$ cat config.mk
export PLATFORM = sky130hd
export DESIGN_NAME = keypad_scanner
export DESIGN_NICKNAME = d
export VERILOG_FILES = /design/src/rtl/keypad_scanner.sv
export SDC_FILE = /design/constraint.sdc
export NUM_CORES = 1
export LEC_CHECK = 0
export BUFFER_PORTS_ARGS = -buffer_cell sky130_fd_sc_hd__buf_2
export CAP_MARGIN = 20
export CORE_ASPECT_RATIO = 0.6
export CORE_UTILIZATION = 30
export DETAILED_ROUTE_END_ITERATION = 16
export GPL_ROUTABILITY_DRIVEN = 1
export PLACE_DENSITY = 0.53
export SLEW_MARGIN = 20
export SYNTH_ARGS = -nofsm -noshare
export SYNTH_HDL_FRONTEND = slang
export SYNTH_SLANG_ARGS = --single-unit
$ cat constraint.sdc
create_clock -name clock -period 2.49 [get_ports clock]
set_input_delay 0.249 -clock clock [delete_from_list [all_inputs] [get_ports clock]]
set_output_delay 0.249 -clock clock [all_outputs]
set_load 0.02 [all_outputs]
$ cat src/rtl/keypad_scanner.sv
// keypad_scanner: scans a 4-row x 5-column active-low keypad, debounces
// the press and release of one key at a time, and emits one-cycle key
// events (newhex/hexcode, newop/opcode, eq) for the operand register stage.
module keypad_scanner #(
  parameter int SETTLE   = 16,
  parameter int DEBOUNCE = 50000
) (
  input  logic       clock,
  input  logic       reset,
  input  logic [3:0] row_n,
  output logic [4:0] col_n,
  output logic       newhex,
  output logic [3:0] hexcode,
  output logic       newop,
  output logic [1:0] opcode,
  output logic       eq
);

  localparam int CNT_MAX = (SETTLE > DEBOUNCE) ? SETTLE : DEBOUNCE;
  localparam int CNT_W   = $clog2(CNT_MAX + 1);
  localparam logic [CNT_W-1:0] SETTLE_LAST = CNT_W'(SETTLE - 1);
  localparam logic [CNT_W-1:0] DEB_LAST    = CNT_W'(DEBOUNCE - 1);

  localparam logic [1:0] S_SCAN = 2'd0;
  localparam logic [1:0] S_DEB  = 2'd1;
  localparam logic [1:0] S_FIRE = 2'd2;
  localparam logic [1:0] S_HOLD = 2'd3;

  logic [3:0]       r_meta;
  logic [3:0]       r_rs;
  logic [1:0]       r_state;
  logic [CNT_W-1:0] r_cnt;
  logic [2:0]       r_col;
  logic [1:0]       r_row;
  logic             r_newhex;
  logic             r_newop;
  logic             r_eq;
  logic [3:0]       r_hexcode;
  logic [1:0]       r_opcode;

  logic [2:0]       w_col_next;
  logic             w_any_low;
  logic             w_key_low;
  logic [1:0]       w_low_row;

  assign w_col_next = (r_col == 3'd4) ? 3'd0 : r_col + 3'd1;
  assign w_any_low  = ~&r_rs;
  assign w_key_low  = ~r_rs[r_row];

  assign col_n   = ~(5'b00001 << r_col);
  assign newhex  = r_newhex;
  assign newop   = r_newop;
  assign eq      = r_eq;
  assign hexcode = r_hexcode;
  assign opcode  = r_opcode;

  // Lowest-index low row wins when several keys share the scanned column.
  always_comb begin
    w_low_row = 2'd3;
    if (!r_rs[2]) w_low_row = 2'd2;
    if (!r_rs[1]) w_low_row = 2'd1;
    if (!r_rs[0]) w_low_row = 2'd0;
  end

  // Two-flop synchronizer for the asynchronous row inputs (idle = all high).
  always_ff @(posedge clock or posedge reset) begin
    if (reset) begin
      r_meta <= 4'hF;
      r_rs   <= 4'hF;
    end else begin
      r_meta <= row_n;
      r_rs   <= r_meta;
    end
  end

  // Scan / debounce / fire / hold sequencer with registered key events.
  always_ff @(posedge clock or posedge reset) begin
    if (reset) begin
      r_state   <= S_SCAN;
      r_cnt     <= '0;
      r_col     <= 3'd0;
      r_row     <= 2'd0;
      r_newhex  <= 1'b0;
      r_newop   <= 1'b0;
      r_eq      <= 1'b0;
      r_hexcode <= 4'h0;
      r_opcode  <= 2'b00;
    end else begin
      r_newhex <= 1'b0;
      r_newop  <= 1'b0;
      r_eq     <= 1'b0;
      case (r_state)
        S_SCAN: begin
          if (r_cnt == SETTLE_LAST) begin
            r_cnt <= '0;
            if (w_any_low) begin
              r_row   <= w_low_row;
              r_state <= S_DEB;
            end else begin
              r_col <= w_col_next;
            end
          end else begin
            r_cnt <= r_cnt + CNT_W'(1);
          end
        end
        S_DEB: begin
          if (!w_key_low) begin
            // A bounce: abandon this key and carry on from the next column.
            r_cnt   <= '0;
            r_col   <= w_col_next;
            r_state <= S_SCAN;
          end else if (r_cnt == DEB_LAST) begin
            // Events are registered so the pulse coincides with the FIRE cycle.
            r_cnt   <= '0;
            r_state <= S_FIRE;
            if (r_col != 3'd4) begin
              r_newhex  <= 1'b1;
              r_hexcode <= {r_row, r_col[1:0]};
            end else if (r_row == 2'd3) begin
              r_eq <= 1'b1;
            end else begin
              r_newop  <= 1'b1;
              r_opcode <= r_row;
            end
          end else begin
            r_cnt <= r_cnt + CNT_W'(1);
          end
        end
        S_FIRE: begin
          r_cnt   <= '0;
          r_state <= S_HOLD;
        end
        default: begin
          // HOLD: wait for a clean release; any low sample restarts the count.
          if (w_key_low) begin
            r_cnt <= '0;
          end else if (r_cnt == DEB_LAST) begin
            r_cnt   <= '0;
            r_col   <= 3'd0;
            r_state <= S_SCAN;
          end else begin
            r_cnt <= r_cnt + CNT_W'(1);
          end
        end
      endcase
    end
  end

endmodule

==> qor.csv, run 1 <==
metric,value,unit
rows,22,
status,"complete, no violations",
synth_top_family_by_area,simple AND/OR/NAND/NOR gates,
slew-limit-headroom,65.9,%
async_flop_share,100,%
grt_pass1_wl,6900,um
cts_htree_levels,2,
clockRootBuffer,clkbuf_8,
fp.dieW,107,um
area_growth_syn_to_layout,12.3,%
synth_xor_area_share,6.13,%
fin_crit_sh,80.8,%
synth_mux_area_share,5.44,%
dieArea,7010,um2
drc,0,
max_slew.worst_pin.slew,511,ps
post_cts_buffers,0,
yosys_register_bits,40,
ant_nets,0,
grt_pass1_vias,1294,
gr-usage-all-layers,13.1,%
synth_fp_nets,202,
synth-compound-area-share,8.94,%
post_cts_resized,0,
hpwl,2950,um
drtIter0Drc,98,
syn-instance-count,190,
clk_path_buf_depth,2,
dp_worst_setup_slack,474,ps
fin_area,2250,um2
place_inst,288,
via_per_inst,4.85,
grt.overflow.total,0,
cap_violations,0,
core_area,6280,um2
fin_cells,296,
synth_ff_type,dfrtp_1,
diodes,0,
cp_max_fo,8,
hold_viol,0,
layout_commonest_cell,dfrtp_1,
vias,1436,
synth-simple-area-share,20.3,%
antenna_found_initial,0,
io_pins,20,
yosys_warnings,0,
leakage,0.984,nW
synth_edf_count,0,
skew,5.26,ps
yosysSeqAreaShare,50.5,%
period_minus_slack,2010,ps
crit_type,reg -> reg,
place_congestion,0.773,
setup_ws,478,ps
start_kind,flop,
postPlaceCellArea,2160,um2
synth.cell_area,2000,um2
maxSlewViolCount,0,
endpoint_kind,flop,
first_pass_iters,4,
clk_pin_slew,80,ps
wirelength,4160,um
cts_made_buffers,5,
rsz0062_at_grt,no,
clk_latency,290,ps
worstHoldPathType,in -> reg,
vdd_drop_max,0.000351,V
setup_viol,0,
worst_ep_arrival_time,2190,ps
clkSinkCount,40,
syn_area_per_cell,10.5,um2
required,2670,ps
avgRoutedWirePerCell,14.0,um
final_cell_mix,"dfrtp_1, buf_2, nor2_1",
drive_above_1_share,21.2,%
start_util,31.9,%
ctsHoldBuffers,0,
fmax,497,MHz
layout.nets,223,
p_per_area,832,nW/um2
synth.distinct_cells,40,
fin_setup_tns,0,ps
die_y,65.3,um
synthAdderAreaFrac,4.25,%
grt_start_max_net_pins,41,
io_buffers,19,
cts_tree,built,
-- cells by family after synthesis --
family	count (synthesis)
buf+inv	18
flops	40
simple gates	76
mux	9
xor+xnor	14
fa+ha+maj	7
compound gates	26
-- metal layers --
metal	GRT usage, %	share of wire, %	vias to the layer above
met2	15.1	35	38
met1	22.1	59	672
met5	0	0	-
li1	-	-	721
met4	3.60	0.67	0
met3	3.57	5.4	5
-- registers in the layout, indices dropped and copies added, names as in the netlist --
register  count
r_cnt        16
hexcode       4
r_meta        4
r_rs          4
r_col         3
opcode        2
r_row         2
r_state       2
eq            1
newhex        1
newop         1
-- per-stage QoR --
step	util (%)	power [mW]	hold slack (ps)
2_1_floorplan	-	1.33	253
6_report	35.8	1.87	51.0
5_1_grt	35.8	2.01	35.3
4_1_cts	35.8	1.89	39.2
3_3_place_gp	34.5	1.47	346
3_5_place_dp	34.5	1.47	347
-- final timing paths --
kind / depth (start not counted) / startpoint / slack [ps] / endpoint
max in group asynchronous: 3 / reset / 2060 / r_rs[1]$_DFF_PP1_
min in group asynchronous: 3 / reset / 70 / hexcode[3]$_DFFE_PP0P_
max: 4 / r_cnt[5]$_DFF_PP0_ / 480 / hexcode[3]$_DFFE_PP0P_
max reg2reg: 4 / r_cnt[5]$_DFF_PP0_ / 480 / hexcode[3]$_DFFE_PP0P_
min reg2reg: 0 / r_meta[0]$_DFF_PP1_ / 350 / r_rs[0]$_DFF_PP1_
min: 1 / row_n[2] / 50 / r_meta[2]$_DFF_PP1_
-- critical path, cell delays in order, from the launching register on --
cell	delay, ps
dfrtp_1	440
nor4_2	370
and4_1	420
nand4_1	310
mux2_2	360
-- power by group --
| group | internal (mW) | leakage, nW | switching (mW) |
|---|---|---|---|
| logic | 0.236 | 0.423 | 0.347 |
| registers | 0.741 | 0.519 | 0.135 |
| clock network | 0.197 | 0.0422 | 0.213 |
-- cells in the mapped netlist, types with 5 or more instances --
master	instances	area, um2
and3_1	5	31.3
dfrtp_1	32	801
mux2_2	5	56.3
dfstp_2	8	210
nand2_1	12	45.0
nor2_1	18	67.6
nor3_1	8	40.0
a21oi_1	7	35.0
ha_1	6	75.1
o21ai_0	6	30.0
nand3_1	7	35.0
nand4_1	8	50.1
inv_1	12	45.0
xnor2_1	13	114
-- final cells by class --
| cell class | count | area, um2 |
|---|---|---|
| flip-flops and latches | 40 | 1010 |
| well taps | 84 | 105 |
| inverters | 12 | 45.0 |
| clock inverters | 1 | 5.00 |
| clock buffers | 7 | 76.3 |
| repair buffers | 20 | 103 |
| fillers | 644 | 4030 |
| multi-input cells | 132 | 901 |
No activity file was read; power rests on OpenSTA's default activity.
==> run 2, diff against run 1 <==
--- a/config.mk
+++ b/config.mk
@@ -5,6 +5,7 @@
 export SDC_FILE = /design/constraint.sdc
 export NUM_CORES = 1
 export LEC_CHECK = 0
+export ABC_AREA = 1
 export BUFFER_PORTS_ARGS = -buffer_cell sky130_fd_sc_hd__buf_2
 export CAP_MARGIN = 20
 export CORE_ASPECT_RATIO = 0.6
==> constraint.sdc (replaced) <==
create_clock -name clock -period 1.88 [get_ports clock]
set_input_delay 0.188 -clock clock [delete_from_list [all_inputs] [get_ports clock]]
set_output_delay 0.188 -clock clock [all_outputs]
set_load 0.02 [all_outputs]
==> run 2 against run 1 <==
Compared with the run above:
- core utilization increased by 2.2 points
- hold slack worse by 46 ps
- flip-flop and latch count unchanged
- final cell count increased by 25%
- wire length increased by 10%
- area after synthesis increased by 9.1%
- register-to-register slack worse by 270 ps
- sequential share of layout area shrank 6.1 points
- final area increased by 16%
- setup slack worse by 270 ps
- largest cell class unchanged
- the flow now finishes with violations (design-rule violations)
- sequential power up 20%
- clock power increased by 110%
==> qor.csv, run 2 <==
metric,value,unit
period_minus_slack,1670,ps
synth_common_cells,"nand2_1, dfrtp_1, inv_1",
start_kind,flop,
area_growth_syn_to_layout,19.2,%
fp.dieW,112,um
core_area,6850,um2
fillers,703,
post_cts_resized,0,
clk_path_buf_depth,2,
leakage,1.27,nW
crit_type,reg -> reg,
antenna_found_initial,0,
slew-limit-headroom,65.0,%
grt.overflow.total,0,
drtIter0Drc,102,
max_slew.worst_pin.slew,525,ps
wirelength,4580,um
io_buffers,19,
synth.distinct_cells,33,
worst_ep_arrival_time,1840,ps
reg2reg_from,r_cnt[0]$_DFF_PP0_,
cts_made_buffers,5,
path_buf_inv,2,
diodes,0,
start_util,31.9,%
avgRoutedWirePerCell,12.4,um
hold_viol,0,
ant_nets,0,
endpoint_kind,flop,
via_per_inst,4.47,
post_cts_buffers,0,
cap_violations,0,
worstRegToRegCells,10,
critical_path.top_delay_family,simple AND/OR/NAND/NOR gates,
place_congestion,0.843,
synth.top_cell.area_share,36.7,%
p_per_area,1070,nW/um2
cp_slowest_cell,dfrtp_1,
fin_setup_tns,0,ps
first_pass_iters,10,
rsz0062_at_grt,no,
maxSlewViolCount,0,
yosysSeqAreaShare,46.3,%
min_path_cells,1,
slowest_delay,380,ps
drive_above_1_share,27.0,%
vias,1651,
cp-startpoint,r_cnt[0]$_DFF_PP0_,
fmax,599,MHz
synth_top_area_cell,dfrtp_1,
clk_latency,280,ps
clockRootBuffer,clkbuf_16,
synth_ff_type,dfrtp_1,
final_cell_mix,"nand2_1, dfrtp_1, inv_1",
syn_area_per_cell,8.83,um2
die_y,68.1,um
violations,design-rule violations,
fin_crit_sh,88.8,%
totalPowerFinal,2.78,mW
rows,23,
setup_viol,0,
rr_endpoint,r_cnt[15]$_DFF_PP0_,
vdd_drop_max,0.000542,V
layout.nets,293,
drc,2,
yosys-top-cells-area,"dfrtp_1, nand2_1, dfstp_2",
yosysMostFrequentCell,nand2_1,
synth_edf_count,0,
grt_pass1_wl,7960,um
crit_chain,"ha_1, nand3_2, clkinv_1, nand3_2, nor2_4, nor2_8, nor2_8, nand2_2, nand2_1, inv_1",
grt_start_max_net_pins,41,
skew,3.15,ps
async_flop_share,100,%
status,finished with violations,
cp_max_fo,6,
synth_fp_nets,259,
layout_commonest_cell,nand2_1,
grt_pass1_vias,1560,
fin_area,2600,um2
syn-instance-count,247,
hold_end,r_meta[2]$_DFF_PP1_,
clkSinkCount,40,
hpwl,3540,um
required,2060,ps
gr-usage-all-layers,14.0,%
clk_pin_slew,50,ps
synth.cell_area,2180,um2
worstHoldPathType,in -> reg,
postPlaceCellArea,2420,um2
r2r_slack,210,ps
ctsHoldBuffers,3,
io_pins,20,
yosys_register_bits,40,
largest_register_ffs,16,
cts_htree_levels,2,
hold_start,row_n[2],
yosys_warnings,0,
dieArea,7630,um2
max_flop_register,r_cnt,
cts_tree,built,
## run 2: changes by cell type after synthesis, sizes merged, moves of 7 or more
cell and change:
inv +22, nand2 +53, nand3 +7, nor2 +11, o21ai +8, xnor2 -12, xor2 +9
## run 2: cell families (layout without fill, tap and decap cells)
| group | after synthesis | count (layout) | share of synthesized area, % |
|---|---|---|---|
| simple gates | 124 | 124 | 29.3 |
| flops | 40 | 40 | 46.3 |
| buf+inv | 38 | 73 | 7.57 |
| compound gates | 28 | 28 | 8.95 |
| xor+xnor | 11 | 11 | 4.42 |
| fa+ha+maj | 6 | 6 | 3.44 |
## run 2: how the worst max path moves through the flow
stage                                   to  depth (start not counted)
CTS                     r_cnt[1]$_DFF_PP0_                          9
global route        hexcode[2]$_DFFE_PP0P_                          8
global placement    hexcode[0]$_DFFE_PP0P_                          8
detailed placement     r_cnt[14]$_DFF_PP0_                         10
finish                 r_cnt[15]$_DFF_PP0_                         10
floorplan               r_cnt[7]$_DFF_PP0_                          9
## run 2: per-layer routing
layer	track usage (%)	vias up	wire length (um)
met5	0	-	0
li1	-	857	-
met4	5.00	0	45
met3	4.34	5	279
met2	18.2	37	1610
met1	21.0	752	2640
## run 2: metrics by stage
stage | hold WS (ps) | util [%] | worst slack, ps | instances
detailed placement | 294 | 35.4 | 210 | 358
floorplan | 192 | - | 377 | 247
global route | 4.47 | 38.0 | 42.9 | 369
global placement | 292 | 35.4 | 221 | 358
CTS | 0.609 | 38.0 | 203 | 369
finish | 4.92 | 38.0 | 211 | 369
## run 2: power breakdown
part,switching (mW),internal [mW],total (mW)
clock network,0.315,0.529,0.844
registers,0.0900,0.957,1.05
logic,0.563,0.327,0.890
total,0.968,1.81,2.78
## run 2: area by class of cell
cell class	count	area [um2]	area share, %
Clock buffer	8	146	5.63
Inverter	36	138	5.29
Multi-Input combinational cell	169	1010	38.7
Sequential cell	40	1010	38.9
Tap cell	87	109	4.19
Timing Repair Buffer	29	190	7.31
## run 2: worst reg2reg max path, stage by stage (launching register included)
cell and delay (ps):
dfrtp_1 380, ha_1 210, nand3_2 120, clkinv_1 130, nand3_2 110, nor2_4 170, nor2_8 50, nor2_8 140
nand2_2 120, nand2_1 90, inv_1 40
==> run 3, diff against run 2 <==
--- a/config.mk
+++ b/config.mk
@@ -9,10 +9,10 @@
 export BUFFER_PORTS_ARGS = -buffer_cell sky130_fd_sc_hd__buf_2
 export CAP_MARGIN = 20
 export CORE_ASPECT_RATIO = 0.6
-export CORE_UTILIZATION = 30
+export CORE_UTILIZATION = 35
 export DETAILED_ROUTE_END_ITERATION = 16
 export GPL_ROUTABILITY_DRIVEN = 1
-export PLACE_DENSITY = 0.53
+export PLACE_DENSITY = 0.59
 export SLEW_MARGIN = 20
 export SYNTH_ARGS = -nofsm -noshare
 export SYNTH_HDL_FRONTEND = slang
==> run 3 against run 2 <==
Compared with the run above:
- the flow finishes with violations (negative hold slack)
- final area decreased by 1.2%
- non-clock buffer count decreased by 2
- combinational power increased by 1%
- largest cell class unchanged
==> qor.csv, run 3 (synthesis gave the netlist of run 2 again) <==
metric,value,unit
status,finished with violations,
violations,negative hold slack,
grt_pass1_wl,7250,um
first_pass_iters,4,
p_clk_share,29.9,%
cts_htree_levels,2,
fillers,572,
vias,1606,
io_buffers,19,
layout_commonest_cell,nand2_1,
worst_ep_arrival_time,1870,ps
met1_usage,24.4,%
drtIter0Drc,98,
wirelength,4240,um
clockRootBuffer,clkbuf_8,
largest_register_ffs,16,
clkSinkCount,40,
drive_above_1_share,26.4,%
totalPowerFinal,2.77,mW
diodes,0,
io_pins,20,
p_seq_share,37.6,%
start_kind,flop,
dieArea,6560,um2
endpoint_kind,flop,
p_comb_share,32.5,%
p_per_area,1080,nW/um2
grt-busiest-layer,met1,
holdWs,-3.05,ps
cap_violations,0,
fin_setup_tns,0,ps
core_area,5780,um2
hold_viol,2,
cts_made_buffers,5,
area_growth_syn_to_layout,17.7,%
required,2070,ps
start_util,37.7,%
slew-limit-headroom,66.7,%
hpwl,3210,um
register_area,1010,um2
avgRoutedWirePerCell,11.8,um
drc,0,
switching_share,34.1,%
max_flop_register,r_cnt,
skew,9.37,ps
multi_input_area,1010,um2
final_cell_mix,"nand2_1, dfrtp_1, inv_1",
clk_pin_slew,70,ps
leakage,1.26,nW
maxSlewViolCount,0,
gr-usage-all-layers,14.3,%
fmax,594,MHz
max_slew.worst_pin.slew,499,ps
fp.dieW,104,um
rows,21,
vdd_drop_max,0.000464,V
ant_nets,0,
use_met2,15.3,%
grt.overflow.total,0,
crit_type,reg -> reg,
grt_pass1_vias,1421,
grt_start_max_net_pins,41,
fin_crit_sh,89.5,%
worstHoldPathType,in -> async,
rsz0062_at_grt,no,
use_met3,4.55,%
cts_tree,built,
layout.nets,291,
p_int,1.83,mW
setup_viol,0,
cp_max_fo,6,
clk_path_buf_depth,2,
via_per_inst,4.46,
place_congestion,0.796,
clk_latency,300,ps
p_sw,0.944,mW
period_minus_slack,1680,ps
antenna_found_initial,0,
die_y,63.2,um
[run 3: layout make-up]
type,count,share of cell area (%)
inverters,36,5.36
flip-flops and latches,40,39.4
clock buffers,6,2.83
multi-input cells,169,39.2
well taps,80,3.90
clock inverters,2,2.34
repair buffers,27,7.06
[run 3: critical path: stages (launching register included)]
cell      delay, ps
dfrtp_1         390
ha_1            210
nand3_2         150
clkinv_1        140
nand3_2         100
nor2_4          170
nor2_8           50
nor2_8          130
nand2_2         120
nand2_1          90
inv_1            40
[run 3: power groups by stage]
stage / registers (mW) / logic (mW) / clock network [mW]
2_1_floorplan: 1.04 / 0.718 / 0
3_5_place_dp: 1.06 / 0.899 / 0
4_1_cts: 1.04 / 0.909 / 0.858
3_3_place_gp: 1.06 / 0.907 / 0
6_report: 1.04 / 0.901 / 0.830
5_1_grt: 1.06 / 0.999 / 0.891
[run 3: per-stage QoR]
| stage | std cells | utilization [%] | area, um2 | setup WS [ps] |
|---|---|---|---|---|
| 6_report | 360 | 44.4 | 2570 | 198 |
| 4_1_cts | 360 | 44.4 | 2560 | 163 |
| 5_1_grt | 360 | 44.4 | 2570 | 45.8 |
| 3_5_place_dp | 348 | 41.4 | 2390 | 175 |
| 3_3_place_gp | 348 | 41.4 | 2390 | 203 |
| 2_1_floorplan | 247 | - | 2180 | 377 |
[run 3: timing repair]
action	in CTS	in global routing
setup buffers	0	0
setup endpoints to repair	0	1
gates resized for setup	0	1
hold buffers	4	0
endpoints found under the hold margin	4	0
[run 3: final timing paths]
path	startpoint	end	slack [ps]	cells past startpoint
setup / recovery	r_cnt[0]$_DFF_PP0_	r_cnt[14]$_DFF_PP0_	200	10
hold / removal	reset	r_cnt[1]$_DFF_PP0_	-3	3
setup reg to reg	r_cnt[0]$_DFF_PP0_	r_cnt[14]$_DFF_PP0_	200	10
hold reg to reg	r_meta[1]$_DFF_PP1_	r_rs[1]$_DFF_PP1_	360	0
max in group asynchronous	reset	r_rs[3]$_DFF_PP1_	1520	3
min in group clock	r_meta[1]$_DFF_PP1_	r_rs[1]$_DFF_PP1_	360	0
[run 3: per-layer routing]
| metal | up-vias | part of all wire, % |
|---|---|---|
| met1 | 720 | 60 |
| met3 | 4 | 5.2 |
| met2 | 34 | 34 |
| met5 | - | 0 |
| met4 | 0 | 0.78 |
| li1 | 848 | - |
